$ cat config.mk
export PLATFORM = sky130hd
export DESIGN_NAME = serial_word_tx
export DESIGN_NICKNAME = d
export VERILOG_FILES = /design/src/rtl/serial_word_tx.sv
export SDC_FILE = /design/constraint.sdc
export NUM_CORES = 1
export LEC_CHECK = 0
export BUFFER_PORTS_ARGS = -buffer_cell sky130_fd_sc_hd__buf_2
export CORE_ASPECT_RATIO = 1.5
export CORE_MARGIN = 8
export CORE_UTILIZATION = 34
export CTS_CLUSTER_DIAMETER = 60
export DETAILED_ROUTE_END_ITERATION = 16
export GPL_TIMING_DRIVEN = 0
export PLACE_DENSITY = 0.52
export SYNTH_ARGS = -nofsm -noshare
export SYNTH_HDL_FRONTEND = slang
export SYNTH_SLANG_ARGS = --single-unit
$ cat constraint.sdc
create_clock -name clk -period 5.4 [get_ports clk]
set_input_delay 0.81 -clock clk [delete_from_list [all_inputs] [get_ports clk]]
set_output_delay 0.81 -clock clk [all_outputs]
set_load 0.1 [all_outputs]
$ cat src/rtl/serial_word_tx.sv
// Parallel-to-serial frame transmitter: start, DATA_W bits LSB first, stop.
// Define SERIAL_TX_PARITY_EN to insert an even-parity bit before the stop bit.
module serial_word_tx #(
  parameter int DATA_W       = 8,
  parameter int CLKS_PER_BIT = 16
) (
  input  logic              clk,
  input  logic              clr,
  input  logic              ena,
  input  logic [DATA_W-1:0] tx_data,
  input  logic              tx_valid,
  output logic              tx_ready,
  output logic              tx_line,
  output logic              busy
);

  localparam int CW = $clog2(CLKS_PER_BIT);
  localparam int BW = (DATA_W > 1) ? $clog2(DATA_W) : 1;

  localparam logic [CW-1:0] CNT_LAST = CW'(CLKS_PER_BIT - 1);
  localparam logic [BW-1:0] BIT_LAST = BW'(DATA_W - 1);

  typedef enum logic [2:0] {
    S_IDLE,
    S_START,
    S_DATA,
    S_PARITY,
    S_STOP
  } state_t;

  state_t            r_state;
  state_t            w_state;
  logic [CW-1:0]     r_cnt;
  logic [CW-1:0]     w_cnt;
  logic [BW-1:0]     r_bit;
  logic [BW-1:0]     w_bit;
  logic [DATA_W-1:0] r_shift;
  logic [DATA_W-1:0] w_shift;
  logic              r_line;
  logic              w_line;
  logic              r_busy;
  logic              w_busy;
  logic              w_tick;
  logic              w_accept;
`ifdef SERIAL_TX_PARITY_EN
  logic              r_par;
  logic              w_par;
`endif

  assign tx_ready = (r_state == S_IDLE) && ena;
  assign tx_line  = r_line;
  assign busy     = r_busy;

  // Next-state, bit timing and serial output selection
  always_comb begin
    w_state  = r_state;
    w_cnt    = r_cnt;
    w_bit    = r_bit;
    w_shift  = r_shift;
    w_line   = r_line;
    w_busy   = r_busy;
`ifdef SERIAL_TX_PARITY_EN
    w_par    = r_par;
`endif
    w_tick   = (r_cnt == CNT_LAST);
    w_accept = tx_valid && tx_ready;

    if (r_state != S_IDLE) begin
      w_cnt = w_tick ? '0 : r_cnt + CW'(1);
    end

    unique case (r_state)
      S_IDLE: begin
        w_cnt = '0;
        if (w_accept) begin
          w_state = S_START;
          w_shift = tx_data;
          w_bit   = '0;
          w_line  = 1'b0;
          w_busy  = 1'b1;
`ifdef SERIAL_TX_PARITY_EN
          w_par   = ^tx_data;
`endif
        end
      end
      S_START: begin
        if (w_tick) begin
          w_state = S_DATA;
          w_bit   = '0;
          w_line  = r_shift[0];
        end
      end
      S_DATA: begin
        if (w_tick) begin
          if (r_bit == BIT_LAST) begin
`ifdef SERIAL_TX_PARITY_EN
            w_state = S_PARITY;
            w_line  = r_par;
`else
            w_state = S_STOP;
            w_line  = 1'b1;
`endif
          end else begin
            w_shift = r_shift >> 1;
            w_line  = w_shift[0];
            w_bit   = r_bit + BW'(1);
          end
        end
      end
`ifdef SERIAL_TX_PARITY_EN
      S_PARITY: begin
        if (w_tick) begin
          w_state = S_STOP;
          w_line  = 1'b1;
        end
      end
`endif
      S_STOP: begin
        if (w_tick) begin
          w_state = S_IDLE;
          w_line  = 1'b1;
          w_busy  = 1'b0;
        end
      end
      default: begin
        w_state = S_IDLE;
        w_cnt   = '0;
        w_line  = 1'b1;
        w_busy  = 1'b0;
      end
    endcase
  end

  // State register; everything freezes while ena is low
  always_ff @(posedge clk or posedge clr) begin
    if (clr) begin
      r_state <= S_IDLE;
      r_cnt   <= '0;
      r_bit   <= '0;
      r_shift <= '0;
      r_line  <= 1'b1;
      r_busy  <= 1'b0;
`ifdef SERIAL_TX_PARITY_EN
      r_par   <= 1'b0;
`endif
    end else if (ena) begin
      r_state <= w_state;
      r_cnt   <= w_cnt;
      r_bit   <= w_bit;
      r_shift <= w_shift;
      r_line  <= w_line;
      r_busy  <= w_busy;
`ifdef SERIAL_TX_PARITY_EN
      r_par   <= w_par;
`endif
    end
  end

endmodule

; Word level (Yosys, flattened, before mapping)
; Cells that the tools add are included.
[totals]
ff_bits = 20
in_bits = 12
output_inout_bits = 3
[op_classes]
n_addsub = 2
eq_ne = 12
mux = 26
bitwise = 1
n_reduce_logical = 14
[op_table]
columns = operator, count
row1 = $mux W3, 8
row2 = $mux W8, 3
row3 = $pmux W8 S2, 1
row4 = $mux W4, 3
row5 = $ne A2 B2 Y1 const B, 6
row6 = $pmux W3 S4, 1
row7 = $reduce_and A6 Y1, 2
row8 = $reduce_and A5 Y1, 2
row9 = $pmux W3 S3, 1
row10 = $mux W1, 7
row11 = $eq A3 B3 Y1 const B, 2
row12 = $reduce_bool A3 Y1, 2
row13 = $add A4 B1 Y4 const B, 1
row14 = $eq A4 B4 Y1 const B, 1
row15 = $pmux W1 S4, 1
row16 = $reduce_and A4 Y1, 1
row17 = $add A3 B1 Y3 const B, 1
row18 = $eq A3 B1 Y1 const B, 1
row19 = $eq A3 B2 Y1 const B, 1
row20 = $logic_not A3 Y1, 1
row21 = $pmux W1 S3, 1
row22 = $reduce_or A3 Y1, 1
row23 = $logic_and A1 B1 Y1, 2
row24 = $ne A2 B1 Y1 const B, 1
row25 = 4 further kinds, 4

; Longest topological paths before layout
; Gate-level depths: netlist of run 1.
[depth]
word_depth = 5
depth_mapped = 6
depth_no_buf = 5

; Worst setup path after synthesis of run 1
; OpenSTA, ideal clock, no wires.
[synth_path]
path_kind = in2out
start = input ena
end = output tx_ready
arrival_ps = 4009
required_time_ps = 4590
slack_ps = 581
cell_stages = 3
n_path_buf = 1
path_cell_list = clkbuf_1 inv_1 nor4_1
[synth_between]
elab_chain_len = 1
[synth_rtl]
columns = item, line
row1 = start: declaration, 9  ; input logic ena,
row2 = $logic_and A1 B1 Y1, 50  ; assign tx_ready = (r_state == S_IDLE) && ena;
row3 = end: declaration, 12  ; output logic tx_ready,
; Every way passes these cells.

; Final worst setup path of run 1
; Same ends and word-level chain as after synthesis.

==> results.cfg, run 1 <==
[power_and_ir_drop]
switching_share_pct = 36.9
vdd_drop_max_mv = 0.188
seq_power_share_pct = 43.4
netSwitchingPower_uw = 199
p_per_area_nw_per_um2 = 426
p_total_uw = 540
pwr-share-clk_pct = 20.8
p_int_uw = 340
p_comb_share_pct = 35.8
leakagePower_uw = 0.000625

[floorplanning]
core_region_area_sq_um = 3130
die_area_sq_um = 5320
die_w_um = 62.3
initial_core_util_pct = 34.9
io_pins = 15
die_h_um = 85.4
placementRows = 25

[setup_path]
setup.worst_path.start_class = input pin
r2r_start = r_bit[0]
path_max_fanout = 10
reg2regPathDepth = 5
r2r_end = r_shift[1]
reg2reg_slack_ns = 3.51
worstSetupEndpointType = primary output
crit_type = input pin to primary output
cp_data_arrival_time_ns = 2.07
required_ns = 4.59

[timing]
fin_worst_hold_slack_ns = 0.478
fmax_mhz = 347
grt_setup_unrepaired = false
finClkSkew_ns = 0.00427
period_minus_slack_ns = 2.88
setup_viol = 0
finalSetupTns_ns = 0
maxSlewViolCount = 0
final-hold-violation-count = 0
worstMarginPinSlew_ns = 0.773
slew_headroom_pct = 48.4
finalCritPeriodShare_pct = 53.4

[routing]
num_vias = 870
drcViolationCount = 0
ant_nets = 0
dr.first_iter.drc_count = 24
viasPerCell = 5.47
drt-wirelength-per-cell_um = 14.5
postRouteWirelength_mm = 2.31
drt-pass1-iter-count = 4

[worst_hold_path]
holdPathEnd = r_shift[0]
hold_start = r_shift[0]
min_path_type = register to register
hold_path_depth = 1

[yosys]
syn_nets = 116
synthArstFlopShare_pct = 100
ys.flop_type = dfrtp_1
synthCells = 101
ys_warn_count = 0
avgSynthCellArea_sq_um = 10.8
synth_edf_count = 0
ys_seq_area_share_pct = 45.9
ys_types = 38
ys_seq_elements = 20
syn_area_sq_um = 1090

[grt]
grt_pass1_vias = 912
gr-total-overflow = 0
track_usage_pct = 9.25
antenna_found_initial = 0
grt_pass1_wl_mm = 4.08
grt_max_degree = 21

[layout]
syn_to_final_growth_pct = 16.0
regArea_sq_um = 502
drive_above_1_share_pct = 29.4
fillCellCount = 343
multi_input_area_sq_um = 557
design_area_sq_um = 1270
fin_nets = 135
antenna_cells = 0

[job]
max_cap_violations = 0

[clocking]
cts_sinks = 20
cts.path.max_buffers = 2
postCtsSetupBuffers = 0
cts_inserted_buffers = 3
cts_hold_buffers = 0
clk_pin_slew_ns = 0.07
clock_latency_ns = 0.26
cts_resized = 0
root_buffer = clkbuf_8
htreeDepth = 1
cts_tree = yes

[placed_design]
io_buffers = 14
routabilityCongestion = 0.841
placed_area_sq_um = 1210
hpwl_mm = 1.78

[run_status]
outcome = finished clean
-- registers in the layout, summed over array words and instances (netlist names) --
signal,flops
r_shift,8
r_bit,3
r_cnt,4
busy,1
r_state,3
tx_line,1
-- placed cells by master (no fill, tap or decap), types with 2 or more instances in the layout --
cell type | synthesis | routed
clkbuf_1 | 2 | 2
o21ai_0 | 6 | 6
ha_1 | 3 | 3
inv_1 | 3 | 3
nand2b_1 | 4 | 4
buf_2 | 3 | 17
nor3_1 | 3 | 3
clkbuf_8 | 0 | 4
mux2_2 | 2 | 2
a31oi_1 | 2 | 2
nor2_1 | 3 | 3
a21o_1 | 8 | 8
nor4_1 | 2 | 2
a21oi_1 | 3 | 3
a22o_1 | 3 | 3
dfrtp_1 | 19 | 19
o31ai_1 | 3 | 3
nand2_1 | 5 | 5
a22o_2 | 7 | 7
-- worst max-delay path: stages --
cell and delay (ns):
buf_2 0.10, clkbuf_1 0.31, inv_1 0.17, nor4_1 0.20
buf_2 0.48
-- cells in the mapped netlist, drive strengths merged (3+ instances only) --
cell type  instances  area, sq um
nor4               3         33.8
nand2              5         18.8
dfrtp             19          475
nand2b             4         25.0
nor2               4         22.5
a22o              10         96.4
inv                3         11.3
a21o               8         60.1
o31ai              3         22.5
nor3               3         15.0
o21ai              6         30.0
buf                3         15.0
a21oi              3         15.0
ha                 3         37.5
-- logic make-up after synthesis --
group / synth area share (%)
buf+inv: 3.09
xor+xnor: 0.802
fa+ha+maj: 3.44
flops: 45.9
mux: 2.98
simple gates: 16.0
compound gates: 27.7
-- area by class of cell --
cell class / instances / share of cell area, %
flip-flops and latches: 20 / 39.6
inverters: 3 / 0.888
plain buffers: 5 / 1.78
clock buffers: 4 / 4.34
multi-input cells: 73 / 43.9
well taps: 40 / 3.95
repair buffers: 14 / 5.53
-- power by group through the flow --
stage	Sequential (uW)	Combinational (uW)	Clock (uW)
final	234	193	112
after global routing	241	215	127
after CTS	235	195	119
after detailed placement	238	195	0
after global placement	236	194	0
after floorplan	259	132	0
-- routing by layer --
metal  vias to the layer above  global-route usage [%]  wire length [um]
met5                         -                       0                 0
met2                        18                    16.4              1230
met4                         0                    5.00                48
li1                        419                       -                 -
met3                         5                    1.84                73
met1                       428                    10.1               959
-- per-stage QoR --
step           util, %  cells  setup WS [ns]
6_report          40.5    159           2.52
3_5_place_dp      38.8    155           2.52
5_1_grt           40.5    159           2.40
2_1_floorplan        -    101          0.581
3_3_place_gp      38.8    155           2.50
4_1_cts           40.5    159           2.52
-- worst max-delay path by stage --
stage	slack, ns	from	to	cells after the start
4_1_cts	2.52	ena	tx_ready	5
3_5_place_dp	2.52	ena	tx_ready	5
6_report	2.52	ena	tx_ready	5
5_1_grt	2.40	ena	tx_ready	5
3_3_place_gp	2.50	ena	tx_ready	5
2_1_floorplan	0.58	ena	tx_ready	3
No activity file was read; power rests on OpenSTA's default activity.
==> run 2, diff against run 1 <==
Settings changed: PLACE_DENSITY 0.52 to 0.54.
Clock period 5.4 ns to 2.6 ns, I/O delays scaled along.
==> run 2 against run 1 <==
Non-clock buffer count is the same. Core utilization grew 0.48 points. Critical path depth shrank 2. Clock skew grew 0.0033 ns. Design area grew 1.2%. Sequential cell count is the same. Die area is the same. First-iteration DRC count shrank 4.2%. Clock power grew 110%.
==> results.cfg, run 2 (same netlist as run 1, synthesis figures left out) <==
[layout]
layout_commonest_cell = dfrtp_1
drive_above_1_share_pct = 30.3
design_area_sq_um = 1280
max_flop_register = r_shift
fin_util_pct = 41.0
fillCellCount = 335
largest_reg_flops = 8
largestRegisters = r_shift (8), r_cnt (4)
antenna_cells = 0
multi_input_area_sq_um = 572
fin_nets = 135
syn_to_final_growth_pct = 17.4
final_cell_mix = dfrtp_1 (19), buf_2 (17), a21o_1 (8)
regArea_sq_um = 502

[setup_path]
r2r_start = r_bit[0]
reg2reg_slack_ns = 0.71
setup.worst_path.start_class = register
startpoint = r_state[1]
path_max_fanout = 10
required_ns = 2.21
worstSetupEndpointType = primary output
cp_data_arrival_time_ns = 1.75
crit_type = register to primary output

[grt]
track_usage_pct = 9.07
grt_pass1_wl_mm = 4.03
grt_pass1_vias = 924
gr-total-overflow = 0
grt_max_degree = 21
antenna_found_initial = 0

[timing]
fin_worst_hold_slack_ns = 0.266
finClkSkew_ns = 0.00756
slew_headroom_pct = 47.2
fmax_mhz = 467
setup_viol = 0
worstMarginPinSlew_ns = 0.791
maxSlewViolCount = 0
finalSetupTns_ns = 0
grt_setup_unrepaired = false
period_minus_slack_ns = 2.14
final-hold-violation-count = 0
finalCritPeriodShare_pct = 82.3

[power_and_ir_drop]
p_per_area_nw_per_um2 = 888
vdd_drop_max_mv = 0.432
leakagePower_uw = 0.000628

[routing]
wl_met3_um = 102
viasPerCell = 5.64
num_vias = 897
drcViolationCount = 0
dr.first_iter.drc_count = 23
ant_nets = 0
routedLengthMet1_um = 968
routed-wl-met2_mm = 1.18
highest_layer = met4
drt-wirelength-per-cell_um = 14.4
postRouteWirelength_mm = 2.29
drt-pass1-iter-count = 4

[clocking]
cts_sinks = 20
cts.path.max_buffers = 2
postCtsSetupBuffers = 0
cts_tree = yes
clk_pin_slew_ns = 0.08
clock_latency_ns = 0.26
cts_resized = 0
cts_inserted_buffers = 3
htreeDepth = 1
root_buffer = clkbuf_8
cts_hold_buffers = 0

[floorplanning]
core_region_area_sq_um = 3130
initial_core_util_pct = 34.9
io_pins = 15
die_area_sq_um = 5320
die_h_um = 85.4
die_w_um = 62.3
placementRows = 25

[placed_design]
routabilityCongestion = 0.846
placed_area_sq_um = 1230
io_buffers = 14
hpwl_mm = 1.70

[worst_hold_path]
min_path_type = input pin to async pin

[run_status]
outcome = finished clean

[job]
max_cap_violations = 0
## run 2: cell type report
cell class              count  share of cell area [%]
plain buffers               5                    1.76
clock buffers               4                    4.29
inverters                   3                   0.878
multi-input cells          73                    44.6
flip-flops and latches     20                    39.1
well taps                  40                    3.90
repair buffers             14                    5.46
## run 2: path summary, 6_finish.rpt
check                                  end  depth (start not counted)
worst max register to register  r_shift[7]                          5
worst min-delay path            r_state[0]                          2
worst max-delay path              tx_ready                          3
max in group asynchronous       r_state[1]                          2
worst min register to register  r_shift[2]                          1
min in group clk                r_shift[7]                          2
## run 2: stage by stage
stage	instances	power, uW	setup slack, ns
after floorplan	101	824	0.443
after global placement	155	902	0.549
after detailed placement	155	907	0.563
after CTS	159	1150	0.469
after global routing	159	1220	0.369
final	159	1140	0.460
## run 2: critical path, cell delays in order (launching register included)
cell	delay, ns
dfrtp_1	0.46
clkbuf_1	0.27
nor4_4	0.30
buf_2	0.46
## run 2: routing by layer
layer  vias to the layer above  global-route usage [%]
li1                        423                       -
met1                       441                    9.56
met2                        29                    16.4
met3                         4                    1.84
met4                         0                    5.00
met5                         -                       0
## run 2: report_power, final
group          internal (uW)  total (uW)  switching (uW)
Sequential               415         487            72.0
Clock                    135         239             104
Combinational            162         413             250
==> run 3, diff against run 2 <==
Settings changed: PLACE_DENSITY 0.54 to 0.52.
Clock period 2.6 ns to 2.25 ns, I/O delays scaled along.
==> run 3 against run 2 <==
Setup slack worse by 0.30 ns. Count of clock-buffer cells in the layout is the same. Core utilization shrank 0.32 points. Sequential power increased by 16%. Global-route usage rose by 0.41 points. Die area is the same. Sequential share of layout area rose by 0.31 points. Final cell count stayed put. Critical path type unchanged.
==> results.cfg, run 3 (same netlist as run 1, synthesis figures left out) <==
[clocking]
clock_latency_ns = 0.26
cts_tree = yes
htreeDepth = 1
cts_inserted_buffers = 3
postCtsSetupBuffers = 0
cts_resized = 0
root_buffer = clkbuf_8
cts_sinks = 20
clk_pin_slew_ns = 0.07
cts.path.max_buffers = 2
cts_hold_buffers = 0

[setup_path]
path_max_fanout = 10
critPathMaxStageDelay_ns = 0.46
crit_type = register to primary output
required_ns = 1.91
critPathSlowestCell = dfrtp_1
path_cells = clkbuf_1, nor4_4, buf_2
cp_data_arrival_time_ns = 1.75
worstSetupEndpointType = primary output
setup.worst_path.start_class = register

[placed_design]
dp_cells = 155
io_buffers = 14
hpwl_mm = 1.82
dp_slack_ns = 0.313
routabilityCongestion = 0.853

[routing]
dr.first_iter.drc_count = 19
drt-pass1-iter-count = 4
postRouteWirelength_mm = 2.38
drt-wirelength-per-cell_um = 15.0
drcViolationCount = 0
ant_nets = 0
num_vias = 866
viasPerCell = 5.45

[grt]
grt_pass1_wl_mm = 4.17
antenna_found_initial = 0
track_usage_pct = 9.48
gr-total-overflow = 0
grt_pass1_vias = 929
grt_max_degree = 21

[timing]
period_minus_slack_ns = 2.09
fin_worst_hold_slack_ns = 0.213
finClkSkew_ns = 0.00455
final-hold-violation-count = 0
finalSetupTns_ns = 0
setup_viol = 0
fmax_mhz = 479
fin_ws_ns = 0.163
finalCritPeriodShare_pct = 92.8
slew_headroom_pct = 47.6
grt_setup_unrepaired = false
maxSlewViolCount = 0
worstMarginPinSlew_ns = 0.785

[floorplanning]
io_pins = 15
die_w_um = 62.3
die_area_sq_um = 5320
core_region_area_sq_um = 3130
initial_core_util_pct = 34.9
placementRows = 25
die_h_um = 85.4

[power_and_ir_drop]
p_comb_share_pct = 37.1
netSwitchingPower_uw = 495
switching_share_pct = 38.4
leakagePower_uw = 0.000622
pwr-share-clk_pct = 19.1
seq_power_share_pct = 43.7
p_int_uw = 794
p_total_uw = 1290
p_per_area_nw_per_um2 = 1010
vdd_drop_max_mv = 0.581

[layout]
antenna_cells = 0
largest_reg_flops = 8
fin_nets = 135
layout_commonest_cell = dfrtp_1
final_cell_mix = dfrtp_1 (19), buf_2 (17), a21o_1 (8)
max_flop_register = r_shift
drive_above_1_share_pct = 29.4
syn_to_final_growth_pct = 16.5
stdcell_count = 159
largestRegisters = r_shift (8), r_cnt (4)

[run_status]
outcome = finished clean

[job]
max_cap_violations = 0

[worst_hold_path]
min_path_type = input pin to async pin
run 3: critical path: cells and delay by family, from the launching register on:
family,cells,cell delay [ns]
buf+inv,2,0.74
flops,1,0.46
simple gates,1,0.30
run 3: power groups by stage:
stage | clock [uW] | combinational [uW] | sequential, uW
floorplan | 0 | 330 | 622
global placement | 0 | 477 | 566
detailed placement | 0 | 483 | 571
CTS | 255 | 484 | 564
global route | 268 | 528 | 582
finish | 247 | 479 | 564
run 3: cell type report:
type / count / area (sq um)
plain buffers: 5 / 22.5
multi-input cells: 73 / 572
clock buffers: 4 / 45.0
flip-flops and latches: 20 / 502
inverters: 3 / 11.3
fillers: 323 / 1860
repair buffers: 14 / 70.1
well taps: 40 / 50.0
run 3: final timing paths:
| kind | startpoint | end | slack (ns) | depth (start not counted) |
|---|---|---|---|---|
| worst min-delay path | clr | r_shift[6] | 0.21 | 2 |
| worst min register to register | r_shift[2] | r_shift[2] | 0.48 | 1 |
| worst max register to register | r_bit[0] | r_shift[7] | 0.36 | 5 |
| worst max-delay path | r_state[1] | tx_ready | 0.16 | 3 |
| min in group clk | tx_data[7] | r_shift[7] | 0.31 | 2 |
| max in group asynchronous | clr | r_state[0] | 1.55 | 2 |
run 3: through the flow:
| step | instance area, sq um | utilization, % |
|---|---|---|
| 6_report | 1270 | 40.7 |
| 5_1_grt | 1270 | 40.7 |
| 4_1_cts | 1270 | 40.7 |
| 3_5_place_dp | 1230 | 39.2 |
| 3_3_place_gp | 1230 | 39.2 |
| 2_1_floorplan | 1110 | - |
run 3: per-layer routing:
layer | global-route usage, % | routed length (um)
met5 | 0 | 0
met4 | 5.21 | 63
met3 | 1.71 | 59
met2 | 17.8 | 1200
met1 | 9.56 | 1060
